### config.mk
export PLATFORM = sky130hd
export DESIGN_NAME = dmem_arbiter
export DESIGN_NICKNAME = d
export VERILOG_FILES = /design/src/rtl/dmem_arb_pkg.sv /design/src/rtl/dmem_arb_fsm.sv /design/src/rtl/dmem_arbiter.sv
export SDC_FILE = /design/constraint.sdc
export NUM_CORES = 1
export LEC_CHECK = 0
export ABC_AREA = 1
export BUFFER_PORTS_ARGS = -buffer_cell sky130_fd_sc_hd__buf_2
export CORE_ASPECT_RATIO = 0.75
export CORE_MARGIN = 5
export CORE_UTILIZATION = 42
export DETAILED_ROUTE_END_ITERATION = 10
export PLACE_DENSITY = 0.82
export SLEW_MARGIN = 25
export SYNTH_ARGS = -nofsm -noshare
export SYNTH_HDL_FRONTEND = slang
export SYNTH_SLANG_ARGS = --single-unit
### constraint.sdc
create_clock -name clk -period 1.8 [get_ports clk]
set_clock_uncertainty 0.2 [all_clocks]
set_input_delay 0 -clock clk [delete_from_list [all_inputs] [get_ports clk]]
set_output_delay 0 -clock clk [all_outputs]
set_load 0.005 [all_outputs]
### src/rtl/dmem_arb_pkg.sv
// Shared types and constants for the CPU/DMA data-memory arbiter.
package dmem_arb_pkg;

    localparam int DATA_W = 16;

    localparam logic OWN_C = 1'b0;
    localparam logic OWN_D = 1'b1;

    typedef enum logic [1:0] {
        CPU_LAST,
        DMA_LAST,
        DMA_BURST
    } arb_state_t;

endpackage

### src/rtl/dmem_arb_fsm.sv
// Round-robin owner FSM with a bounded DMA burst lock; grants are combinational.
// Latency 0 (grant in the request cycle); a losing requester stalls with req held.
module dmem_arb_fsm
    import dmem_arb_pkg::*;
#(
    parameter int MAX_BURST = 8
) (
    input  logic clk,
    input  logic reset_n,
    input  logic c_req,
    input  logic d_req,
    input  logic d_lock,
    output logic c_gnt,
    output logic d_gnt
);

    localparam logic [7:0] MAX_CNT = 8'(MAX_BURST);

    arb_state_t state, state_nxt;
    logic [7:0] burst_cnt, burst_nxt;
    logic       pick;

    always_ff @(posedge clk or negedge reset_n) begin
        if (!reset_n) begin
            state     <= DMA_LAST;
            burst_cnt <= 8'd0;
        end else begin
            state     <= state_nxt;
            burst_cnt <= burst_nxt;
        end
    end

    always_comb begin
        pick      = OWN_C;
        state_nxt = state;
        burst_nxt = burst_cnt;

        case (state)
            CPU_LAST:  pick = OWN_D;
            DMA_LAST:  pick = OWN_C;
            DMA_BURST: pick = (burst_cnt < MAX_CNT) ? OWN_D : OWN_C;
            default:   pick = OWN_C;
        endcase

        // Gating with reset_n kills any beat the instant reset asserts.
        c_gnt = reset_n & c_req & (~d_req | (pick == OWN_C));
        d_gnt = reset_n & d_req & (~c_req | (pick == OWN_D));

        if (c_gnt) begin
            state_nxt = CPU_LAST;
            burst_nxt = 8'd0;
        end else if (d_gnt && d_lock) begin
            state_nxt = DMA_BURST;
            if (state != DMA_BURST)
                burst_nxt = 8'd1;
            else if (burst_cnt < MAX_CNT)
                burst_nxt = burst_cnt + 8'd1;
        end else if (d_gnt) begin
            state_nxt = DMA_LAST;
            burst_nxt = 8'd0;
        end
    end

endmodule

### src/rtl/dmem_arbiter.sv
// Shares single-port data memory between CPU (C) and DMA (D); DMEM_ARB_PERF_EN adds stall counters.
// Grant same cycle, read data one cycle later; the loser stalls holding its request.
module dmem_arbiter
    import dmem_arb_pkg::*;
#(
    parameter int MAX_BURST = 8
) (
    input  logic              clk,
    input  logic              reset_n,
    input  logic              c_req,
    input  logic              d_req,
    input  logic              c_we,
    input  logic              d_we,
    input  logic [DATA_W-1:0] c_addr,
    input  logic [DATA_W-1:0] d_addr,
    input  logic [DATA_W-1:0] c_wdata,
    input  logic [DATA_W-1:0] d_wdata,
    input  logic              d_lock,
    output logic              c_gnt,
    output logic              d_gnt,
    output logic              c_rvalid,
    output logic              d_rvalid,
    output logic [DATA_W-1:0] c_rdata,
    output logic [DATA_W-1:0] d_rdata,
    output logic              c_stall,
    output logic [DATA_W-1:0] mem_addr,
    output logic [DATA_W-1:0] mem_wdata,
    output logic              mem_we,
    output logic              mem_rd,
    input  logic [DATA_W-1:0] mem_rdata
`ifdef DMEM_ARB_PERF_EN
    ,
    output logic [15:0]       c_stall_cnt,
    output logic [15:0]       d_stall_cnt
`endif
);

    dmem_arb_fsm #(
        .MAX_BURST (MAX_BURST)
    ) u_fsm (
        .clk     (clk),
        .reset_n (reset_n),
        .c_req   (c_req),
        .d_req   (d_req),
        .d_lock  (d_lock),
        .c_gnt   (c_gnt),
        .d_gnt   (d_gnt)
    );

    assign c_stall = c_req & ~c_gnt;

    always_comb begin
        mem_addr  = '0;
        mem_wdata = '0;
        mem_we    = 1'b0;
        mem_rd    = 1'b0;
        if (c_gnt) begin
            mem_addr  = c_addr;
            mem_wdata = c_wdata;
            mem_we    = c_we;
            mem_rd    = ~c_we;
        end else if (d_gnt) begin
            mem_addr  = d_addr;
            mem_wdata = d_wdata;
            mem_we    = d_we;
            mem_rd    = ~d_we;
        end
    end

    always_ff @(posedge clk or negedge reset_n) begin
        if (!reset_n) begin
            c_rvalid <= 1'b0;
            d_rvalid <= 1'b0;
            c_rdata  <= '0;
            d_rdata  <= '0;
        end else begin
            c_rvalid <= c_gnt & ~c_we;
            d_rvalid <= d_gnt & ~d_we;
            if (c_gnt && !c_we)
                c_rdata <= mem_rdata;
            if (d_gnt && !d_we)
                d_rdata <= mem_rdata;
        end
    end

`ifdef DMEM_ARB_PERF_EN
    always_ff @(posedge clk or negedge reset_n) begin
        if (!reset_n) begin
            c_stall_cnt <= 16'd0;
            d_stall_cnt <= 16'd0;
        end else begin
            if (c_stall && c_stall_cnt != 16'hFFFF)
                c_stall_cnt <= c_stall_cnt + 16'd1;
            if (d_req && !d_gnt && d_stall_cnt != 16'hFFFF)
                d_stall_cnt <= d_stall_cnt + 16'd1;
        end
    end
`endif

endmodule

==> key figures, run 1 <==
Status
  – Status: complete, but fails checks
  – Violated checks: setup timing

STA
  – # setup viols final: 59
  – Worst slew pin tran: 0.548 ns
  – Hold Vio Cnt, Final: 0
  – RSZ-0062 raised after global routing: true
  – Final setup TNS: -4.67 ns
  – Final Critical Period: 1.92 ns
  – Crit share post-route: 106%
  – Fin. max-slew vios: 0
  – Relative slew slack: 63.5%
  – Post-route setup slack: -0.116 ns
  – Fmax achieved: 522 MHz

Power and ir drop
  – Psw: 0.00112 W
  – Clock group share of total power: 19.4%
  – Largest vdd supply drop: 0.768 mV
  – Switching part of the total: 34.4%
  – Comb pwr share: 38.9%
  – Pwr dens: 782 nW/µm²
  – Pleak: 2.42 nW
  – Cell-internal power: 0.00213 W
  – Seq pwr share: 41.7%

Worst setup path
  – Crit path max fanout: 8
  – Setup CP Type: reg -> out
  – Critical Path Sink Type: primary output
  – Startpoint Class: flop
  – WP data required: 1.60 ns
  – Worst EP arrival: 1.72 ns

Logic synthesis
  – Top_reg_cell synth: dfrtp_1
  – Post-synth top area cell: dfrtp_1
  – Synthesized area per cell: 7.23 µm²
  – Post-synth EDFFs: 0
  – Synth top area share: 46.2%
  – Top cells by area, synth: dfrtp_1 (46%), nand2_1 (31%), o21ai_0 (3.9%), inv_1 (1.9%), nor2_1 (1.8%)
  – Mapped cell area: 2330 µm²
  – Syn Nets: 410
  – FFs w/ async S/R, synth: 100%
  – Synth cell types: 27
  – Yosys reg bits: 44
  – Post-Syn Instances: 322
  – Synth top cells by count: nand2_1 (194), dfrtp_1 (43), o21ai_0 (18), inv_1 (12), nor2_1 (11)
  – Count leader, synth: nand2_1
  – Sequential fraction of the synthesis area: 47.4%
  – Yosys Warn Count: 0

Job
  – Max-cap violations: 0

CTS
  – CTS H-tree depth: 2
  – Clock Latency Late Sink: 0.29 ns
  – Longest Clk Path Bufs: 2
  – CTS tree: done
  – CTS root buf: clkbuf_8
  – CTS sink cnt: 44
  – Clock slew at reported path FFs: 0.08 ns
  – Clock buffer count from CTS: 5

Placed design
  – Cell Area, Placed: 3180 µm²
  – Placer Congestion: 0.936
  – Pre-CTS setup slack: 0.0396 ns
  – Port Buffers: 157
  – Detailed Place HPWL: 5820 µm

Layout
  – Cell area after layout: 4160 µm²
  – Share of layout cells above drive strength 1: 53.5%
  – Area growth from synthesis to layout: 78.7%
  – Inserted Diodes: 0
  – NumNets Final: 610
  – FILL cells: 371

Die
  – Initial core utilization: 43.5%
  – # IOs: 158
  – Die Footprint: 7150 µm²
  – Core ar.: 5350 µm²
  – Chip width: 96.0 µm
  – Rows: 23
  – Die H: 74.5 µm

GRT
  – Largest net degree at the start of global routing: 45
  – First-pass GRT wire length: 12400 µm
  – Global Route Usage Sum: 22.2%
  – Vias in the first global route: 2632
  – Initial antenna violation count: 0
  – Total gr overflow: 0

Drt
  – Vias: 2892
  – Via density: 4.84
  – DR pass1 iterations: 4
  – WL final: 9410 µm
  – Wire per inst: 15.7 µm
  – Drt drc: 0
  – First DRT Iteration DRCs: 130
  – Final ANT Viol Nets: 0

Min path
  – HP Class: in -> reg
sequential cells by signal, indices dropped and copies added (netlist names):
register,flops
d_rvalid,1
u_fsm.state,2
d_rdata,16
c_rvalid,1
c_rdata,16
u_fsm.burst_cnt,8
critical path, stage by stage (launching register included):
cell,delay (ns)
dfstp_2,0.57
nor2_4,0.06
nand4_4,0.11
nand3_4,0.09
nand2_4,0.12
inv_8,0.06
clkbuf_16,0.16
nand2_1,0.07
nand2_1,0.05
buf_2,0.12
power groups by stage:
| stage | logic, W | registers, W | clock network (W) |
|---|---|---|---|
| floorplan | 0.000385 | 0.00134 | 0 |
| global placement | 0.000875 | 0.00132 | 0 |
| detailed placement | 0.000910 | 0.00132 | 0 |
| CTS | 0.00104 | 0.00131 | 0.000641 |
| global route | 0.00138 | 0.00138 | 0.000685 |
| finish | 0.00126 | 0.00135 | 0.000631 |
final cells by class:
type	instances	area (µm²)	share of cell area [%]
flip-flops and latches	44	1100	26.5
repair buffers	205	1420	34.2
clock buffers	6	82.6	1.99
inverters	16	90.1	2.17
clock inverters	2	10.0	0.241
well taps	75	93.8	2.26
multi-input cells	250	1360	32.7
final timing paths:
kind,from,endpoint,slack (ns),cells after the start
worst max-delay path,u_fsm.state[0],mem_addr[0],-0.12,9
worst min-delay path,d_we,d_rdata[8],0.03,3
worst max register to register,u_fsm.state[0],c_rdata[7],-0.10,12
worst min register to register,c_rdata[5],c_rdata[5],0.29,2
max in group asynchronous,reset_n,d_rdata[6],0.81,3
min in group asynchronous,reset_n,u_fsm.burst_cnt[7],0.22,3
cell usage in the layout, fill, tap and decap left out, types with 8 or more instances in the layout:
| cell | instances |
|---|---|
| inv_1 | 9 |
| buf_4 | 9 |
| nand2_4 | 18 |
| nand2_2 | 49 |
| nand2_1 | 134 |
| dfrtp_1 | 43 |
| buf_6 | 10 |
| o21ai_0 | 17 |
| dlygate4sd3_1 | 19 |
| buf_2 | 155 |
| nand3_1 | 8 |
per-stage QoR:
| step | utilization (%) | power (W) | hold slack (ns) | std cells |
|---|---|---|---|---|
| 2_1_floorplan | - | 0.00172 | -0.496 | 322 |
| 3_3_place_gp | 59.5 | 0.00219 | -0.0280 | 548 |
| 3_5_place_dp | 59.5 | 0.00223 | -0.0290 | 548 |
| 4_1_cts | 68.4 | 0.00298 | 0.00696 | 586 |
| 5_1_grt | 77.7 | 0.00344 | 0.0649 | 598 |
| 6_report | 77.7 | 0.00325 | 0.0341 | 598 |
metal layers:
layer  vias to the layer above  track usage [%]  share of wire, %
li1                       1386                -                 -
met4                         0             5.99               2.6
met5                         -                0                 0
met2                       157             41.2                53
met1                      1325             25.2                35
met3                        24             5.97               9.7
what timing repair did:
item,CTS,global route
pin swaps,9,24
hold buffers,19,0
buffers inserted,9,9
endpoints found under the hold margin,81,0
cloned,2,5
resized for setup,23,100
setup endpoints to repair,37,79
cells by family (layout without fill, tap and decap cells):
logic type | Yosys count | in the layout | share of synthesized area [%]
AOI/OAI and AO/OA | 19 | 19 | 4.09
xor gates and xnor gates | 1 | 1 | 0.376
adders and majority gates | 1 | 1 | 0.538
buffers and inverters | 29 | 229 | 6.56
DFF | 44 | 44 | 47.4
and+or+nand+nor | 228 | 229 | 41.1
(Power assumes the default switching activity.)
==> inputs of run 2 (changes only) <==
Settings changed: CELL_PAD_IN_SITES_DETAIL_PLACEMENT set to 1, CELL_PAD_IN_SITES_GLOBAL_PLACEMENT set to 1, CORE_UTILIZATION 42 to 27, PLACE_DENSITY 0.82 to 0.8, RECOVER_POWER set to 50.
==> run 2 against run 1 <==
  * The run still ends with setup timing left
  * Non-clock buffer count decreased by 1
  * Critical path depth increased by 1
  * Cell area decreased by 1.1%
  * Sequential power about the same
  * Clock-buffer cell count increased by 1
  * Final cell count increased by 5.7%
  * Clock power increased by 47%
  * First-iteration DRC count decreased by 5.4%
  * Wire length increased by 13%
  * Die area increased by 48%
  * Critical endpoint is now mem_addr[9]
  * Largest power group unchanged
==> key figures, run 2 (synthesis gave the netlist of run 1 again) <==
Worst setup path
  – R2r startpoint: u_fsm.state[0]
  – Worst EP arrival: 1.71 ns (about the same)
  – FF-to-FF setup slack: -0.08 ns (+0.02 ns)
  – Critical Path Sink Type: primary output
  – Reg2reg end: c_rdata[6]
  – Setup CP Type: reg -> out
  – Worst R2R Path Depth: 12 (unchanged)
  – Crit. Startpoint: u_fsm.state[0]
  – Crit path max fanout: 9 (+1)
  – WP data required: 1.60 ns (about the same)
  – Startpoint Class: flop

Placed design
  – Port Buffers: 157 (unchanged)
  – Pre-CTS setup slack: 0.00254 ns (-0.0370 ns)
  – Detailed Place HPWL: 6700 µm (+15%)
  – Placer Congestion: 0.813 (-13%)
  – Placed Cells incl. Taps: 580 (+5.8%)
  – Cell Area, Placed: 3240 µm² (+1.8%)

Layout
  – NumNets Final: 611 (+0.16%)
  – Area growth from synthesis to layout: 76.7%
  – Post-Route Utilization: 48.8% (-29 points)
  – Most frequent cells in the layout: nand2_1 (169), buf_2 (131), dfrtp_1 (43), clkbuf_1 (27), nand2_2 (22)
  – Post-Layout Cell Count: 632 (+5.7%)
  – Most common cell after layout, fill and taps aside: nand2_1
  – Top flop regs: c_rdata (16), d_rdata (16), u_fsm.burst_cnt (8)
  – Share of layout cells above drive strength 1: 43.1% (-10 points)
  – Inserted Diodes: 0 (unchanged)
  – Cell area after layout: 4110 µm² (-1.1%)

Drt
  – Wire per inst: 16.8 µm (+6.9%)
  – WL final: 10600 µm (+13%)
  – Final ANT Viol Nets: 0 (unchanged)
  – Drt drc: 0 (unchanged)
  – Vias: 2886 (-0.21%)
  – Via density: 4.57 (-5.6%)
  – First DRT Iteration DRCs: 123 (-5.4%)
  – DR pass1 iterations: 4 (unchanged)

GRT
  – Initial antenna violation count: 0 (unchanged)
  – Vias in the first global route: 2968 (+13%)
  – Total gr overflow: 0 (unchanged)
  – Largest net degree at the start of global routing: 31 (-31%)
  – Global Route Usage Sum: 17.7% (-4.5 points)
  – First-pass GRT wire length: 15200 µm (+23%)

Die
  – Core ar.: 8420 µm² (+57%)
  – Initial core utilization: 27.6% (-16 points)
  – Chip width: 117 µm (+22%)
  – # IOs: 158 (unchanged)
  – Rows: 29 (+26%)
  – Die Footprint: 10600 µm² (+48%)
  – Die H: 90.4 µm (+21%)

STA
  – Post-route setup slack: -0.107 ns (+0.00993 ns)
  – Relative slew slack: 61.6% (-1.9 points)
  – Fmax achieved: 525 MHz (+0.52%)
  – Worst slew pin tran: 0.577 ns (+0.0290 ns)
  – Crit share post-route: 106% (-0.55 points)
  – RSZ-0062 raised after global routing: true
  – Hold Vio Cnt, Final: 0 (unchanged)
  – # setup viols final: 50 (-15%)
  – Fin. max-slew vios: 0 (unchanged)
  – Final Critical Period: 1.91 ns (-0.00993 ns)
  – Final setup TNS: -2.68 ns (+1.99 ns)

CTS
  – CTS H-tree depth: 2 (unchanged)
  – Clock slew at reported path FFs: 0.06 ns (-0.02 ns)
  – CTS root buf: clkbuf_16
  – Clock buffer count from CTS: 5 (unchanged)
  – CTS tree: done
  – Longest Clk Path Bufs: 2 (unchanged)
  – Clock Latency Late Sink: 0.28 ns (about the same)
  – CTS sink cnt: 44 (unchanged)

Power and ir drop
  – Pwr dens: 840 nW/µm² (+7.5%)
  – Largest vdd supply drop: 0.522 mV (-32%)
  – Pleak: 2.34 nW (-3.4%)

Job
  – Max-cap violations: 0 (unchanged)

Status
  – Status: complete, but fails checks
  – Violated checks: setup timing

Min path
  – HP Class: in -> async
run 2: changes by cell type in the layout (fill, tap and decap cells not counted), sizes merged:
| cell | previous run | this run |
|---|---|---|
| buf | 182 | 157 |
| clkbuf | 10 | 35 |
| clkinv | 3 | 1 |
| inv | 15 | 17 |
| clkinvlp | 0 | 1 |
run 2: worst max-delay path by stage:
stage	slack (ns)	endpoint	cells past startpoint
6_report	-0.11	mem_addr[9]	10
5_1_grt	-0.17	mem_addr[11]	10
4_1_cts	-0.15	mem_wdata[7]	12
3_5_place_dp	0.003	d_rdata[14]	9
3_3_place_gp	0.1	mem_we	9
2_1_floorplan	0.17	c_rdata[10]	10
run 2: routing by layer:
metal | routed length, µm | vias to the layer above | track usage (%)
met5 | 0 | - | 0
met4 | 125 | 0 | 2.77
met1 | 4170 | 1405 | 21.4
met2 | 5680 | 83 | 32.1
li1 | - | 1388 | -
met3 | 671 | 10 | 4.02
run 2: layout make-up:
class                           count  area (µm²)
Fill cell                        1096        4310
Timing Repair Buffer              204        1330
Multi-Input combinational cell    250        1280
Sequential cell                    44        1100
Clock buffer                        7         143
Tap cell                          108         135
Inverter                           16        88.8
Timing Repair inverter              2        22.5
Clock inverter                      1        7.51
run 2: power breakdown:
group	leakage [nW]	switching [W]	internal [W]
registers	0.562	0.000139	0.00120
logic	1.71	0.000628	0.000558
clock network	0.0701	0.000375	0.000553
run 2: stage by stage:
stage	hold slack, ns	power (W)
5_1_grt	0.0591	0.00365
3_3_place_gp	-0.343	0.00222
6_report	0.0178	0.00345
3_5_place_dp	-0.336	0.00226
2_1_floorplan	-0.496	0.00172
4_1_cts	0.00949	0.00337
run 2: worst max-delay path, stage by stage (launching register included):
cell	delay, ns
dfstp_2	0.56
nor2_4	0.05
nand4_4	0.11
nand2_2	0.06
nand2_2	0.08
nand2_4	0.07
inv_8	0.09
clkbuf_16	0.17
nand2_1	0.06
nand2_1	0.06
buf_2	0.11
run 2: repair_timing:
item	4_1_cts	5_1_grt
gates cloned	4	4
buffers inserted	7	13
gates resized for setup	38	52
hold buffers	18	1
pin swaps	9	21
endpoints found under the setup margin	39	74
hold endpoints to repair	78	1
==> inputs of run 3 (changes only) <==
==> constraint.sdc (replaced) <==
create_clock -name clk -period 1.8 [get_ports clk]
set_clock_uncertainty 0.2 [all_clocks]
set_input_delay 0.36 -clock clk [delete_from_list [all_inputs] [get_ports clk]]
set_output_delay 0.36 -clock clk [all_outputs]
set_load 0.005 [all_outputs]
==> run 3 against run 2 <==
  * The flow still finishes with violations (setup timing)
  * Sequential power about the same
  * Worst hold slack improved by 0.073 ns
  * Sequential share of layout area decreased by 1.8 points
  * Worst setup slack got worse by 0.33 ns
  * Cell area increased by 7.3%
  * Combinational power increased by 18%
  * Total power increased by 6.2%
  * Critical path type unchanged
  * Largest cell class is now multi-input gates
  * Largest power group is now combinational logic
==> key figures, run 3 (synthesis gave the netlist of run 1 again) <==
Status
  – Status: complete, but fails checks
  – Violated checks: setup timing

Placed design
  – Pre-CTS setup slack: -0.171 ns (-0.173 ns)
  – Port Buffers: 157 (unchanged)
  – Detailed Place HPWL: 6740 µm (+0.60%)
  – Placer Congestion: 0.767 (-5.7%)
  – Placed Cells incl. Taps: 590 (+1.7%)
  – Cell Area, Placed: 3330 µm² (+2.6%)

Power and ir drop
  – Pwr dens: 832 nW/µm² (-1.0%)
  – Seq pwr share: 36.9% (-1.9 points)
  – Switching part of the total: 33.4% (+0.34 points)
  – Comb pwr share: 38.0% (+3.6 points)
  – Pleak: 2.57 nW (+9.5%)
  – Largest vdd supply drop: 0.565 mV (+8.2%)
  – Clock group share of total power: 25.1% (-1.8 points)
  – Cell-internal power: 0.00244 W (+5.7%)
  – Psw: 0.00122 W (+7.3%)

STA
  – Worst slew pin tran: 1.16 ns (+0.581 ns)
  – Fin. max-slew vios: 0 (unchanged)
  – Hold Vio Cnt, Final: 0 (unchanged)
  – Crit share post-route: 124% (+18 points)
  – # setup viols final: 80 (+60%)
  – RSZ-0062 raised after global routing: true
  – Relative slew slack: 22.8% (-39 points)
  – Final Critical Period: 2.23 ns (+0.325 ns)
  – Post-route setup slack: -0.432 ns (-0.325 ns)
  – Fmax achieved: 448 MHz (-15%)
  – Final setup TNS: -21.28 ns (-18.60 ns)

Layout
  – Most common cell after layout, fill and taps aside: buf_2
  – NumNets Final: 609 (-0.33%)
  – Inserted Diodes: 0 (unchanged)
  – Area growth from synthesis to layout: 89.5%
  – Share of layout cells above drive strength 1: 59.8% (+17 points)
  – Top flop regs: c_rdata (16), d_rdata (16), u_fsm.burst_cnt (8)
  – Most frequent cells in the layout: buf_2 (151), nand2_1 (122), nand2_2 (55), dfrtp_1 (43), nand2_4 (21)
  – FILL cells: 1067 (-2.6%)
  – Post-Route Utilization: 52.4% (+3.6 points)
  – Post-Layout Cell Count: 630 (-0.32%)
  – Cell area after layout: 4410 µm² (+7.3%)

GRT
  – First-pass GRT wire length: 14600 µm (-4.2%)
  – Vias in the first global route: 2867 (-3.4%)
  – Initial antenna violation count: 0 (unchanged)
  – Global Route Usage Sum: 17.3% (-0.45 points)
  – Largest net degree at the start of global routing: 45 (+45%)
  – Total gr overflow: 0 (unchanged)

Job
  – Max-cap violations: 0 (unchanged)

Worst setup path
  – Critical Path Sink Type: primary output
  – Setup CP Type: reg -> out
  – Startpoint Class: flop
  – Crit path max fanout: 8 (-1)
  – WP data required: 1.24 ns (-0.36 ns)
  – Worst EP arrival: 1.67 ns (-0.04 ns)

Drt
  – Via density: 4.57 (about the same)
  – WL final: 10700 µm (+0.52%)
  – First DRT Iteration DRCs: 101 (-18%)
  – Drt drc: 0 (unchanged)
  – Final ANT Viol Nets: 0 (unchanged)
  – Vias: 2879 (-0.24%)
  – Wire per inst: 17.0 µm (+0.84%)
  – DR pass1 iterations: 4 (unchanged)

Die
  – # IOs: 158 (unchanged)
  – Die Footprint: 10600 µm² (unchanged)
  – Die H: 90.4 µm (unchanged)
  – Initial core utilization: 27.6% (unchanged)
  – Core ar.: 8420 µm² (unchanged)
  – Rows: 29 (unchanged)
  – Chip width: 117 µm (unchanged)

CTS
  – Longest Clk Path Bufs: 2 (unchanged)
  – CTS H-tree depth: 2 (unchanged)
  – Clock buffer count from CTS: 5 (unchanged)
  – Clock Latency Late Sink: 0.28 ns (about the same)
  – Clock slew at reported path FFs: 0.06 ns (about the same)
  – CTS tree: done
  – CTS root buf: clkbuf_16
  – CTS sink cnt: 44 (unchanged)

Min path
  – HP Class: in -> reg
[run 3: changes by cell type in the layout (fill, tap and decap cells not counted), moves of 3 or more]
cell / previous run / this run
clkbuf_1: 27 / 2
nand2_1: 169 / 122
nand2_4: 8 / 21
buf_4: 10 / 16
o21ai_0: 7 / 12
clkbuf_16: 7 / 10
o21ai_2: 7 / 4
buf_6: 7 / 16
dlygate4sd3_1: 19 / 0
buf_2: 131 / 151
nand2_2: 22 / 55
[run 3: worst paths after layout]
path,from,end,slack (ns),cells past startpoint
max,u_fsm.state[0],mem_wdata[12],-0.43,9
min,mem_rdata[7],d_rdata[7],0.09,3
max reg2reg,u_fsm.state[0],u_fsm.burst_cnt[1],-0.36,14
min reg2reg,c_rdata[5],c_rdata[5],0.28,2
max in group asynchronous,reset_n,d_rdata[9],0.42,2
min in group asynchronous,reset_n,c_rdata[8],0.26,2
[run 3: what timing repair did]
item                                   in CTS  in global routing
setup endpoints to repair                  75                 80
hold buffers                                0                  0
buffers inserted                           11                 12
gates resized for setup                    40                123
pin swaps                                   7                 26
cloned                                      7                  7
endpoints found under the hold margin       0                  0
[run 3: area by class of cell]
class	instances	area, µm²	area share [%]
multi-input cells	249	1460	33.0
flip-flops and latches	44	1100	25.0
clock buffers	8	146	3.32
inverters	16	114	2.58
well taps	108	135	3.06
repair inverters	7	73.8	1.67
repair buffers	198	1380	31.3
[run 3: worst max-delay path, stage by stage (launching register included)]
cell	delay, ns
dfstp_2	0.56
inv_2	0.06
nand2_4	0.07
nand3_4	0.09
nand2_4	0.11
clkinv_8	0.09
clkbuf_16	0.17
nand2_1	0.06
nand2_1	0.05
buf_2	0.12
[run 3: power groups by stage]
stage	clock [W]	sequential (W)	combinational [W]
after floorplan	0	0.00134	0.000393
after global placement	0	0.00132	0.000932
after detailed placement	0	0.00132	0.000964
after CTS	0.000941	0.00131	0.00112
after global routing	0.000994	0.00138	0.00151
final	0.000921	0.00135	0.00140
[run 3: routing by layer]
layer | global-route usage (%) | wire, µm
met5 | 0 | 0
met4 | 3.72 | 167
met3 | 4.49 | 741
met2 | 31.0 | 5720
met1 | 20.3 | 4070
[run 3: metrics by stage]
step	power [W]	hold slack, ns
after global routing	0.00389	0.0999
after CTS	0.00337	0.0713
after floorplan	0.00173	-0.136
after detailed placement	0.00229	0.264
after global placement	0.00225	0.260
final	0.00367	0.0910
